[src/rtl/apb_pkg.sv]
// Shared APB definitions: transfer-state encoding and response classification.
package apb_pkg;

   typedef enum logic [1:0] {
      IDLE   = 2'd0,
      SETUP  = 2'd1,
      ACCESS = 2'd2
   } e_state;

   // How a transfer ended; anything other than RSP_OKAY is reported as an error.
   typedef enum logic [1:0] {
      RSP_OKAY    = 2'd0,
      RSP_SLVERR  = 2'd1,
      RSP_TIMEOUT = 2'd2
   } e_rsp;

endpackage

[src/rtl/rr_arbiter.sv]
// Combinational round-robin arbiter: one-hot grant to the first requester at or above ptr.
module rr_arbiter #(
   parameter int unsigned N  = 2,
   parameter int unsigned PW = (N > 1) ? $clog2(N) : 1
) (
   input  logic [N-1:0]  req,
   input  logic [PW-1:0] ptr,
   output logic [N-1:0]  grant
);

   logic          found;
   logic [PW-1:0] idx;

   // Scan upward from ptr with wrap-around; first active request wins.
   always_comb begin
      grant = '0;
      found = 1'b0;
      idx   = '0;
      for (int unsigned i = 0; i < N; i++) begin
         idx = PW'((32'(ptr) + i) % N);
         if (!found && req[idx]) begin
            grant[idx] = 1'b1;
            found      = 1'b1;
         end
      end
   end

endmodule

[src/rtl/apb_req_arbiter.sv]
// Round-robin sharing of one APB3 master port between NUM_REQ requesters,
// with a wait-state timeout so a stuck slave cannot hang the bus.
module apb_req_arbiter
   import apb_pkg::*;
#(
   parameter int unsigned NUM_REQ    = 2,
   parameter int unsigned DATA_WIDTH = 8,
   parameter int unsigned ADDR_WIDTH = 4,
   parameter int unsigned TIMEOUT    = 16
) (
   input  logic                          PCLK,
   input  logic                          PRESETn,
   input  logic [NUM_REQ-1:0]            req_valid,
   output logic [NUM_REQ-1:0]            req_ready,
   input  logic [NUM_REQ-1:0]            req_write,
   input  logic [NUM_REQ*ADDR_WIDTH-1:0] req_addr,
   input  logic [NUM_REQ*DATA_WIDTH-1:0] req_wdata,
   output logic [NUM_REQ-1:0]            rsp_valid,
   output logic [DATA_WIDTH-1:0]         rsp_rdata,
   output logic                          rsp_err,
   output logic                          PSELx,
   output logic                          PENABLE,
   output logic                          PWRITE,
   output logic [ADDR_WIDTH-1:0]         PADDR,
   output logic [DATA_WIDTH-1:0]         PWDATA,
   input  logic [DATA_WIDTH-1:0]         PRDATA,
   input  logic                          PREADY,
   input  logic                          PSLVERR
);

   localparam int unsigned PW = (NUM_REQ > 1) ? $clog2(NUM_REQ) : 1;
   localparam int unsigned CW = (TIMEOUT > 0) ? $clog2(TIMEOUT + 1) : 1;
   // The abort fires on the edge where the incremented count would reach TIMEOUT.
   localparam logic [CW-1:0] CNT_LAST = CW'((TIMEOUT == 0) ? 0 : TIMEOUT - 1);

   e_state               state_q, state_d;
   logic [PW-1:0]        ptr_q, ptr_d;
   logic [NUM_REQ-1:0]   owner_q;
   logic [CW-1:0]        cnt_q;
   logic [NUM_REQ-1:0]   grant;
   logic [PW-1:0]        win_idx;
   logic                 accept;
   logic                 timeout_hit;
   logic                 done;
   e_rsp                 rsp_kind;

   rr_arbiter #(
      .N  (NUM_REQ),
      .PW (PW)
   ) u_rr_arbiter (
      .req   (req_valid),
      .ptr   (ptr_q),
      .grant (grant)
   );

   assign accept      = (state_q == IDLE) && (|req_valid);
   assign timeout_hit = (TIMEOUT != 0) && (cnt_q == CNT_LAST);
   assign req_ready   = (PRESETn && state_q == IDLE) ? grant : '0;
   assign PSELx       = (state_q != IDLE);
   assign PENABLE     = (state_q == ACCESS);

   // Encode the one-hot grant and advance the pointer past the winner.
   always_comb begin
      win_idx = '0;
      for (int unsigned i = 0; i < NUM_REQ; i++) begin
         if (grant[i]) win_idx = PW'(i);
      end
      ptr_d = (win_idx == PW'(NUM_REQ - 1)) ? '0 : win_idx + 1'b1;
   end

   // Transfer completion (PREADY beats the timeout) and next-state logic.
   always_comb begin
      done     = 1'b0;
      rsp_kind = RSP_OKAY;
      state_d  = state_q;
      unique case (state_q)
         IDLE:   if (accept) state_d = SETUP;
         SETUP:  state_d = ACCESS;
         ACCESS: begin
            if (PREADY) begin
               done     = 1'b1;
               rsp_kind = PSLVERR ? RSP_SLVERR : RSP_OKAY;
            end else if (timeout_hit) begin
               done     = 1'b1;
               rsp_kind = RSP_TIMEOUT;
            end
            if (done) state_d = IDLE;
         end
         default: state_d = IDLE;
      endcase
   end

   // State register.
   always_ff @(posedge PCLK or negedge PRESETn) begin
      if (!PRESETn) state_q <= IDLE;
      else          state_q <= state_d;
   end

   // Latch the winner's payload onto the bus; held until the next accept.
   always_ff @(posedge PCLK or negedge PRESETn) begin
      if (!PRESETn) begin
         ptr_q   <= '0;
         owner_q <= '0;
         PWRITE  <= 1'b0;
         PADDR   <= '0;
         PWDATA  <= '0;
      end else if (accept) begin
         ptr_q   <= ptr_d;
         owner_q <= grant;
         PWRITE  <= req_write[win_idx];
         PADDR   <= req_addr[win_idx*ADDR_WIDTH +: ADDR_WIDTH];
         PWDATA  <= req_wdata[win_idx*DATA_WIDTH +: DATA_WIDTH];
      end
   end

   // Wait-state counter: cleared entering SETUP, counts ACCESS cycles with PREADY low.
   always_ff @(posedge PCLK or negedge PRESETn) begin
      if (!PRESETn)                    cnt_q <= '0;
      else if (accept)                 cnt_q <= '0;
      else if (state_q == ACCESS && !PREADY) cnt_q <= cnt_q + 1'b1;
   end

   // One-cycle response pulse to the owner; data/err hold until the next response.
   always_ff @(posedge PCLK or negedge PRESETn) begin
      if (!PRESETn) begin
         rsp_valid <= '0;
         rsp_rdata <= '0;
         rsp_err   <= 1'b0;
      end else begin
         rsp_valid <= done ? owner_q : '0;
         if (done) begin
            rsp_rdata <= (rsp_kind == RSP_TIMEOUT || PWRITE) ? '0 : PRDATA;
            rsp_err   <= (rsp_kind != RSP_OKAY);
         end
      end
   end

endmodule

[config.mk]
export PLATFORM = sky130hd
export DESIGN_NAME = apb_req_arbiter
export DESIGN_NICKNAME = d
export VERILOG_FILES = /design/src/rtl/apb_pkg.sv /design/src/rtl/rr_arbiter.sv /design/src/rtl/apb_req_arbiter.sv
export SDC_FILE = /design/constraint.sdc
export NUM_CORES = 1
export LEC_CHECK = 0
export BUFFER_PORTS_ARGS = -buffer_cell sky130_fd_sc_hd__buf_2
export CORE_MARGIN = 3
export CORE_UTILIZATION = 45
export DETAILED_ROUTE_END_ITERATION = 8
export PLACE_DENSITY = 0.73
export RECOVER_POWER = 100
export SETUP_SLACK_MARGIN = 0.02
export SLEW_MARGIN = 20
export SYNTH_ARGS = -nofsm -noshare
export SYNTH_HDL_FRONTEND = slang
export SYNTH_HIERARCHICAL = 1
export SYNTH_SLANG_ARGS = --single-unit
[constraint.sdc]
create_clock -name PCLK -period 2.3 [get_ports PCLK]
set_input_delay 0.115 -clock PCLK [delete_from_list [all_inputs] [get_ports PCLK]]
set_output_delay 0.115 -clock PCLK [all_outputs]
set_load 0.01 [all_outputs]
======== After elaboration in Yosys (flattened, before gate mapping) ========
Index checks and enable logic that the tools add are counted.
Widths: inputs -> output; s select.
cells by class
  add/sub/neg operators ................... 3
  reduce and logical (&&, ||, !) cells .... 15
  bitwise logic cells ..................... 1
  multiplexer cells ....................... 31
  equality and inequality tests ........... 6
  shift-type cells ........................ 2
  $lt $le $gt $ge ......................... 5
operators by type and width
  operator             count
  $mux 2               9
  $mux 1               16
  $shiftx 16x5->8      1
  $mux 5               2
  $mux 8               1
  $shiftx 8x4->4       1
  $logic_and 1x1->1    6
  $lt 1x2->1 const B   3
  $pmux 2 s3           1
  $reduce_bool 2->1    3
  $add 5x1->5 const B  1
  $eq 5x4->1 const B   1
  $eq 2x2->1 const B   2
  $add 1x1->1 const B  2
  $demux 1 s1          2
  $eq 2x1->1 const B   1
  $ge 1x1->1 const B   2
  $logic_not 1->1      2
  $logic_not 2->1      1
  $ne 2x1->1 const B   1
  $ne 2x2->1 const B   1
  $or 2x2->2           1
  $reduce_and 2->1     1
  $reduce_or 2->1      1
  $logic_or 1x1->1     1
word-level totals
  register bits ........................... 34
  output and inout bits ................... 28
  input bits .............................. 40
  logic and storage cells ................. 73

======== Depth between registers and ports, before layout ========
Gate-level depths: netlist (run 1).
  depth after elaboration ................. 10
  mapped depth ............................ 6
  mapped depth without buffers ............ 6

======== Hierarchy ========
The synthesis (run 1) kept the hierarchy.
by module, submodules not included
  module           cells each  area an instance (um^2)  instances  sequential area each (um^2)
  apb_req_arbiter  114         1597.8                   1          850.8
  rr_arbiter       3           18.8                     1          0.0

======== Least setup slack after synthesis (run 1) ========
No wires, ideal clock.
  path type ............................... register to register
  start point ............................. register ptr_q
  end point ............................... register PADDR[0]
  clock period less this slack ............ 1496 ps
  required time ........................... 2175 ps
  setup time .............................. 125 ps
  slack ................................... 804 ps
  arrival time ............................ 1371 ps
  buffers on the path ..................... 2
  cell stages (with the launch flop) ...... 7
  cells stage by stage .................... dfrtp_1 -> inv_1 -> a21boi_1 -> buf_2 -> buf_6 -> mux2_2 -> mux2_4
between the ends
  longest elaborated chain between the ends .. 9
  elaborated cells between the ends (all ways) .. 23
  classes of those cells .................. 1 x add/sub; 4 x order compare; 1 x shift; 12 x mux; 1 x bitwise; 4 x reduce/logical
RTL lines
  element                                                                   RTL line                RTL
  from (decl)                                                               apb_req_arbiter.sv:37   logic [PW-1:0] ptr_q, ptr_d;
  from (signal assigned)                                                    apb_req_arbiter.sv:108  ptr_q <= ptr_d;
  $add 1x1->1 (tied with other cells)                                       rr_arbiter.sv:20        idx = PW'((32'(ptr) + i) % N);
  $lt 1x2->1 (implied by the code) (tied with other cells)                  rr_arbiter.sv:22        grant[idx] = 1'b1;
  $logic_and 1x1->1 (implied by the code) / $mux 1 (equally long branches)  rr_arbiter.sv:22
  $mux 1 (implied by the code) / $demux 1 s1 (equally long branches)        --
  $demux 1 s1 / $mux 2 (equally long branches)                              --
  $or 2x2->2 (no source line)                                               --
  $mux 2 *                                                                  rr_arbiter.sv:21        if (!found && req[idx]) begin
  net grant[1]                                                              apb_req_arbiter.sv:40   logic [NUM_REQ-1:0] grant;
  $mux 1 *                                                                  apb_req_arbiter.sv:66   if (grant[i]) win_idx = PW'(i);
  $shiftx 8x4->4 *                                                          apb_req_arbiter.sv:111  PADDR <= req_addr[win_idx*ADDR_WIDTH +: ADDR_WIDTH];
  to (signal assigned)                                                      apb_req_arbiter.sv:111
  to (decl)                                                                 apb_req_arbiter.sv:24   output logic [ADDR_WIDTH-1:0] PADDR,
The timed path passes the listed nets; every way through them passes the cells marked *. The select of a mux whose other input is x is not followed.
A chain may end at the register's enable or synchronous reset.

======== Worst setup path in the final report (run 1) ========
  start point ............................. register state_q[0]
  end point ............................... register PWDATA[5]
between the ends
  longest elaborated chain between the ends .. 2
RTL lines
  element                 RTL line                RTL
  from (decl)             apb_req_arbiter.sv:36   e_state state_q, state_d;
  from (signal assigned)  apb_req_arbiter.sv:96   else state_q <= state_d;
  $logic_not 2->1         apb_req_arbiter.sv:56   assign accept = (state_q == IDLE) && (|req_valid);
  $logic_and 1x1->1       apb_req_arbiter.sv:56
  to (signal assigned)    apb_req_arbiter.sv:112  PWDATA <= req_wdata[win_idx*DATA_WIDTH +: DATA_WIDTH];
  to (decl)               apb_req_arbiter.sv:25   output logic [DATA_WIDTH-1:0] PWDATA,
Every way passes these cells.

==> impl_metrics.json, run 1 <==
{
  "status": "complete, no violations",
  "critical_path_class": "reg2reg",
  "synth_area_leaders": "dfrtp_1, mux2_4, mux2_2",
  "start_util_pct": 47.7,
  "hold_viol_final": 0,
  "nNetsFinal": 234,
  "cp_data_arrival_time_ns": 2.08,
  "synth-edff-count": 0,
  "cts-hold-fix-buffers": 1,
  "worst_slew_pin_slew_ns": 0.728,
  "wl_per_cell_um": 14.5,
  "dr.pass1.iters": 4,
  "reg2reg_depth": 5,
  "cp_common_cell": "nor2_1",
  "maxCapViolCount": 0,
  "crit_chain": "nor2_1 -> inv_1 -> nor2_1 -> clkbuf_2 -> mux2_1",
  "ant_nets": 0,
  "cpMaxStageDelayCell": "dfrtp_1",
  "synth_top_area_share_pct": 52.6,
  "period_share_pct": 81.6,
  "grt_pass1_wl_um": 5840,
  "grt_overflow": 0,
  "worst_ep_required_time_ns": 2.50,
  "critPathBufInv": 2,
  "route.vias.total": 1187,
  "yosys_warnings": 6,
  "gp_congestion": 0.763,
  "grt.total_usage_pct": 17.9,
  "ys_seq_area_share_pct": 52.6,
  "clkTransAtPathRegs_ns": 0.09,
  "skew_ns": 0.00641,
  "worstSkewPairLatency_ns": 0.32,
  "finalMaxSlewViolations": 0,
  "cts-root-buf": "clkbuf_4",
  "drc": 0,
  "final_core_util_pct": 57.4,
  "cts_tree": "built",
  "grt_setup_unrepaired": "no",
  "synth_flop_cell": "dfrtp_1",
  "wl_um": 3450,
  "hp-class": "in2reg",
  "crit_family": "simple AND/OR/NAND/NOR gates",
  "leakage_nw": 0.935,
  "synth-seq-cells": 34,
  "ys_async_sr_fraction_pct": 100,
  "ys_types": 29,
  "max_freq_mhz": 533,
  "syn_to_final_growth_pct": 20.4,
  "htreeDepth": 2,
  "slowest_delay_ns": 0.44,
  "post_cts_buffers": 0,
  "drt_first_iter_violations": 37,
  "synthTopCellsByCount": "dfrtp_1, mux2_4, mux2_2",
  "fp.dieH_um": 65.9,
  "crit_cells": 5,
  "grt_pass1_vias": 1265,
  "clockBufferDepth": 2,
  "grt_max_degree": 23,
  "final.setup.tns_ns": 0,
  "synth_most_common_cell": "dfrtp_1",
  "core_area_mm2": 0.00339,
  "critPathLaunchType": "register",
  "avgSynthCellArea_um2": 13.8,
  "vdd.ir_drop.worst_mv": 0.509,
  "critPathMaxFanout": 9,
  "cts_made_buffers": 5,
  "avgViaCountPerCell": 4.99,
  "min_period_ns": 1.88,
  "die_w_um": 65.9,
  "syn_nets": 159,
  "die_area_mm2": 0.00435,
  "cp-end-kind": "register",
  "drive_gt1_share_pct": 37.0,
  "io_pins": 68,
  "setup_viol": 0,
  "hold_depth": 2,
  "clkSinkCount": 34,
  "post_cts_resized": 0,
  "power.density_mw_per_mm2": 1110,
  "port_buffers": 67,
  "antenna_found_initial": 0,
  "syn_area_mm2": 0.00162,
  "dp_hpwl_um": 2720,
  "diodes": 0,
  "synth_cells": 117,
  "num_rows": 21,
  "slew_headroom_pct": 51.5,
  "yosysTopAreaCell": "dfrtp_1"
}
path summary, 6_finish.rpt:
check                           start           end  slack (ns)
max                        state_q[0]     PWDATA[5]        0.42
min in group asynchronous     PRESETn    state_q[0]        0.37
max in group asynchronous     PRESETn  rsp_rdata[3]        0.93
min                         PRDATA[1]  rsp_rdata[1]        0.01
max reg2reg                state_q[0]     PWDATA[5]        0.42
min reg2reg                  cnt_q[3]      cnt_q[3]        0.48
registers in the layout (all words and copies together) (netlist names):
signal     flops
PADDR          4
PWDATA         8
rsp_rdata      8
ptr_q          1
PWRITE         1
owner_q        2
state_q        2
cnt_q          5
rsp_valid      2
rsp_err        1
area by class of cell:
class,count,area [um2]
Timing Repair Buffer,73,339
Tap cell,46,57.6
Clock buffer,7,45.0
Inverter,6,22.5
Multi-Input combinational cell,72,632
Fill cell,318,1440
Sequential cell,34,851
logic make-up (layout without fill, tap and decap cells):
group | after synthesis | in the layout | share of synthesized area, %
xor gates and xnor gates | 2 | 2 | 1.08
AOI/OAI and AO/OA | 16 | 16 | 7.66
muxes | 31 | 31 | 24.8
and+or+nand+nor | 21 | 21 | 7.97
buffers and inverters | 11 | 86 | 4.26
DFF | 34 | 34 | 52.6
adders and majority gates | 2 | 2 | 1.55
per-stage QoR:
| step | area [um2] | power [mW] | setup WS [ns] | std cells | hold slack, ns |
|---|---|---|---|---|---|
| 2_1_floorplan | 1620 | 1.76 | 0.804 | 117 | -0.181 |
| 3_3_place_gp | 2000 | 2.06 | 0.642 | 230 | 0.0166 |
| 3_5_place_dp | 2000 | 2.12 | 0.608 | 230 | 0.0261 |
| 4_1_cts | 2060 | 2.41 | 0.569 | 238 | 0.000139 |
| 5_1_grt | 1950 | 2.33 | 0.286 | 238 | 0.00594 |
| 6_report | 1950 | 2.16 | 0.422 | 238 | 0.0133 |
cell usage in the layout (no fill, tap or decap), types with 2 or more instances in the layout:
cell type,Yosys,layout
buf_2,1,39
dfrtp_1,34,34
clkbuf_1,0,31
mux2_2,13,16
nor2_1,10,12
mux2_1,0,10
a22o_1,8,8
inv_1,5,6
clkbuf_4,0,5
mux2i_1,3,3
and3_2,2,2
o21ai_0,2,2
mux2_4,15,2
xnor2_1,2,2
ha_1,2,2
clkbuf_2,0,2
buf_4,1,2
report_power, final:
part	internal, mW	switching, mW	total [mW]
clock	0.115	0.172	0.287
sequential	0.839	0.157	0.996
combinational	0.423	0.454	0.877
total	1.38	0.783	2.16
metal layers:
layer	GRT usage [%]	share of wire (%)	vias to the layer above	routed length (um)
met3	5.95	8.0	9	277
li1	-	-	563	-
met2	30.4	50	50	1720
met4	6.85	2.4	0	83
met1	20.9	40	565	1370
met5	0	0	-	0
(Power assumes the default switching activity.)
==> run 2: changes to the inputs <==
Clock period 2.3 ns to 1.8 ns, I/O delays scaled along.
==> impl_metrics.json, run 2 (synthesized netlist as in run 1, its figures left out) <==
{
  "clkTransAtPathRegs_ns": 0.10,
  "grt_max_degree": 23,
  "clkSinkCount": 34,
  "crit_chain": "inv_1 -> a21boi_1 -> clkbuf_2 -> mux2_2 -> mux2_1",
  "drt_first_iter_violations": 33,
  "status": "complete, no violations",
  "final.setup.tns_ns": 0,
  "p_total_mw": 2.93,
  "maxCapViolCount": 0,
  "route.vias.total": 1223,
  "dr.pass1.iters": 4,
  "antenna_found_initial": 0,
  "hold_depth": 3,
  "final_cell_mix": "buf_2, dfrtp_1, clkbuf_1",
  "drc": 0,
  "p_int_mw": 1.91,
  "cp_data_arrival_time_ns": 1.84,
  "leakage_nw": 1.02,
  "cts_tree": "built",
  "reg2reg_depth": 5,
  "worst_ep_required_time_ns": 2.01,
  "cts-root-buf": "clkbuf_4",
  "swShare_pct": 35.0,
  "grt_pass1_wl_um": 5430,
  "crit_cells": 5,
  "fp.dieH_um": 65.9,
  "min_period_ns": 1.63,
  "worst_slew_pin_slew_ns": 1.09,
  "setup_viol": 0,
  "reg_top3": "PWDATA x8, rsp_rdata x8, cnt_q x5",
  "power.density_mw_per_mm2": 1410,
  "diodes": 0,
  "worstSkewPairLatency_ns": 0.32,
  "critPathLaunchType": "register",
  "start_util_pct": 47.7,
  "p_seq_share_pct": 43.2,
  "postLayoutCellArea_mm2": 0.00209,
  "avgViaCountPerCell": 4.93,
  "cpMaxStageDelayCell": "dfrtp_1",
  "switching_power_mw": 1.03,
  "wl_um": 3380,
  "max_freq_mhz": 613,
  "grt_setup_unrepaired": "no",
  "cts_made_buffers": 5,
  "critPathMaxFanout": 9,
  "power.share.combinational_pct": 42.4,
  "cp-end-kind": "register",
  "nNetsFinal": 243,
  "crit_family": "multiplexers",
  "critPathBufInv": 2,
  "drive_gt1_share_pct": 39.6,
  "grt_pass1_vias": 1237,
  "gp_congestion": 0.788,
  "dpl.cell_count": 231,
  "finalMaxSlewViolations": 0,
  "num_rows": 21,
  "slowest_delay_ns": 0.37,
  "final_core_util_pct": 61.6,
  "ant_nets": 0,
  "final_common_cell": "buf_2",
  "hp-class": "in2reg",
  "htreeDepth": 2,
  "die_w_um": 65.9,
  "core_area_mm2": 0.00339,
  "hold_viol_final": 0,
  "wl_per_cell_um": 13.6,
  "period_share_pct": 90.6,
  "die_area_mm2": 0.00435,
  "vdd.ir_drop.worst_mv": 0.647,
  "post_dp_cell_area_mm2": 0.00201,
  "dp_hpwl_um": 2440,
  "skew_ns": 0.00752,
  "finalNonFillerCells": 248,
  "slew_headroom_pct": 27.6,
  "grt_overflow": 0,
  "critical_path_class": "reg2reg",
  "p_clk_share_pct": 14.4,
  "nFillCells": 284,
  "clockBufferDepth": 2,
  "grt.total_usage_pct": 16.6,
  "io_pins": 68,
  "port_buffers": 67,
  "syn_to_final_growth_pct": 29.1
}
[run 2: cell count changes in the layout (fill, tap and decap cells not counted), moves of 3 or more]
cell	change
clkbuf_1	-3
dlygate4sd3_1	+8
mux2_2	-3
mux2_4	+7
mux2_1	-4
buf_2	+3
[run 2: final timing paths]
| kind | from | endpoint | slack, ns |
|---|---|---|---|
| min in group asynchronous | PRESETn | cnt_q[2] | 0.20 |
| max in group asynchronous | PRESETn | rsp_rdata[2] | 0.30 |
| min reg2reg | cnt_q[3] | cnt_q[3] | 0.50 |
| max | ptr_q | PWRITE | 0.17 |
| min | PSLVERR | rsp_err | 0.01 |
| max reg2reg | ptr_q | PWRITE | 0.17 |
[run 2: final cells by class]
class | instances | area [um2] | share of cell area, %
multi-input combinational | 72 | 667 | 32.0
clock inverter | 1 | 5.00 | 0.240
clock buffer | 7 | 55.1 | 2.64
inverter | 6 | 22.5 | 1.08
timing repair buffer | 82 | 429 | 20.6
tap | 46 | 57.6 | 2.76
sequential | 34 | 851 | 40.8
[run 2: worst min-delay path: cells and delay by family]
kind            cells  cell delay, ns
compound gates      1            0.09
simple gates        1            0.03
buf+inv             1            0.08
[run 2: what timing repair did]
action | in CTS | in global routing
hold buffers | 9 | 0
resized for setup | 0 | 1
hold endpoints to repair | 20 | 0
buffers inserted | 0 | 0
endpoints found under the setup margin | 0 | 8
[run 2: per-layer routing]
metal / global-route usage [%] / wire [um] / vias to the layer above
met4: 6.60 / 23 / 0
li1: - / - / 582
met5: 0 / 0 / -
met3: 5.44 / 214 / 4
met1: 19.2 / 1400 / 586
met2: 28.2 / 1740 / 51
[run 2: metrics by stage]
step	hold slack [ns]	worst slack, ns
6_report	0.0134	0.170
3_3_place_gp	-0.00964	0.223
2_1_floorplan	-0.206	0.304
4_1_cts	0.00178	0.0841
5_1_grt	0.0139	0.0618
3_5_place_dp	-0.00140	0.115
[run 2: power by group through the flow]
stage	clock network, mW	logic (mW)	registers [mW]
final	0.424	1.24	1.27
after global routing	0.473	1.36	1.31
after CTS	0.444	1.44	1.27
after detailed placement	0	1.42	1.28
after global placement	0	1.38	1.27
after floorplan	0	0.873	1.37
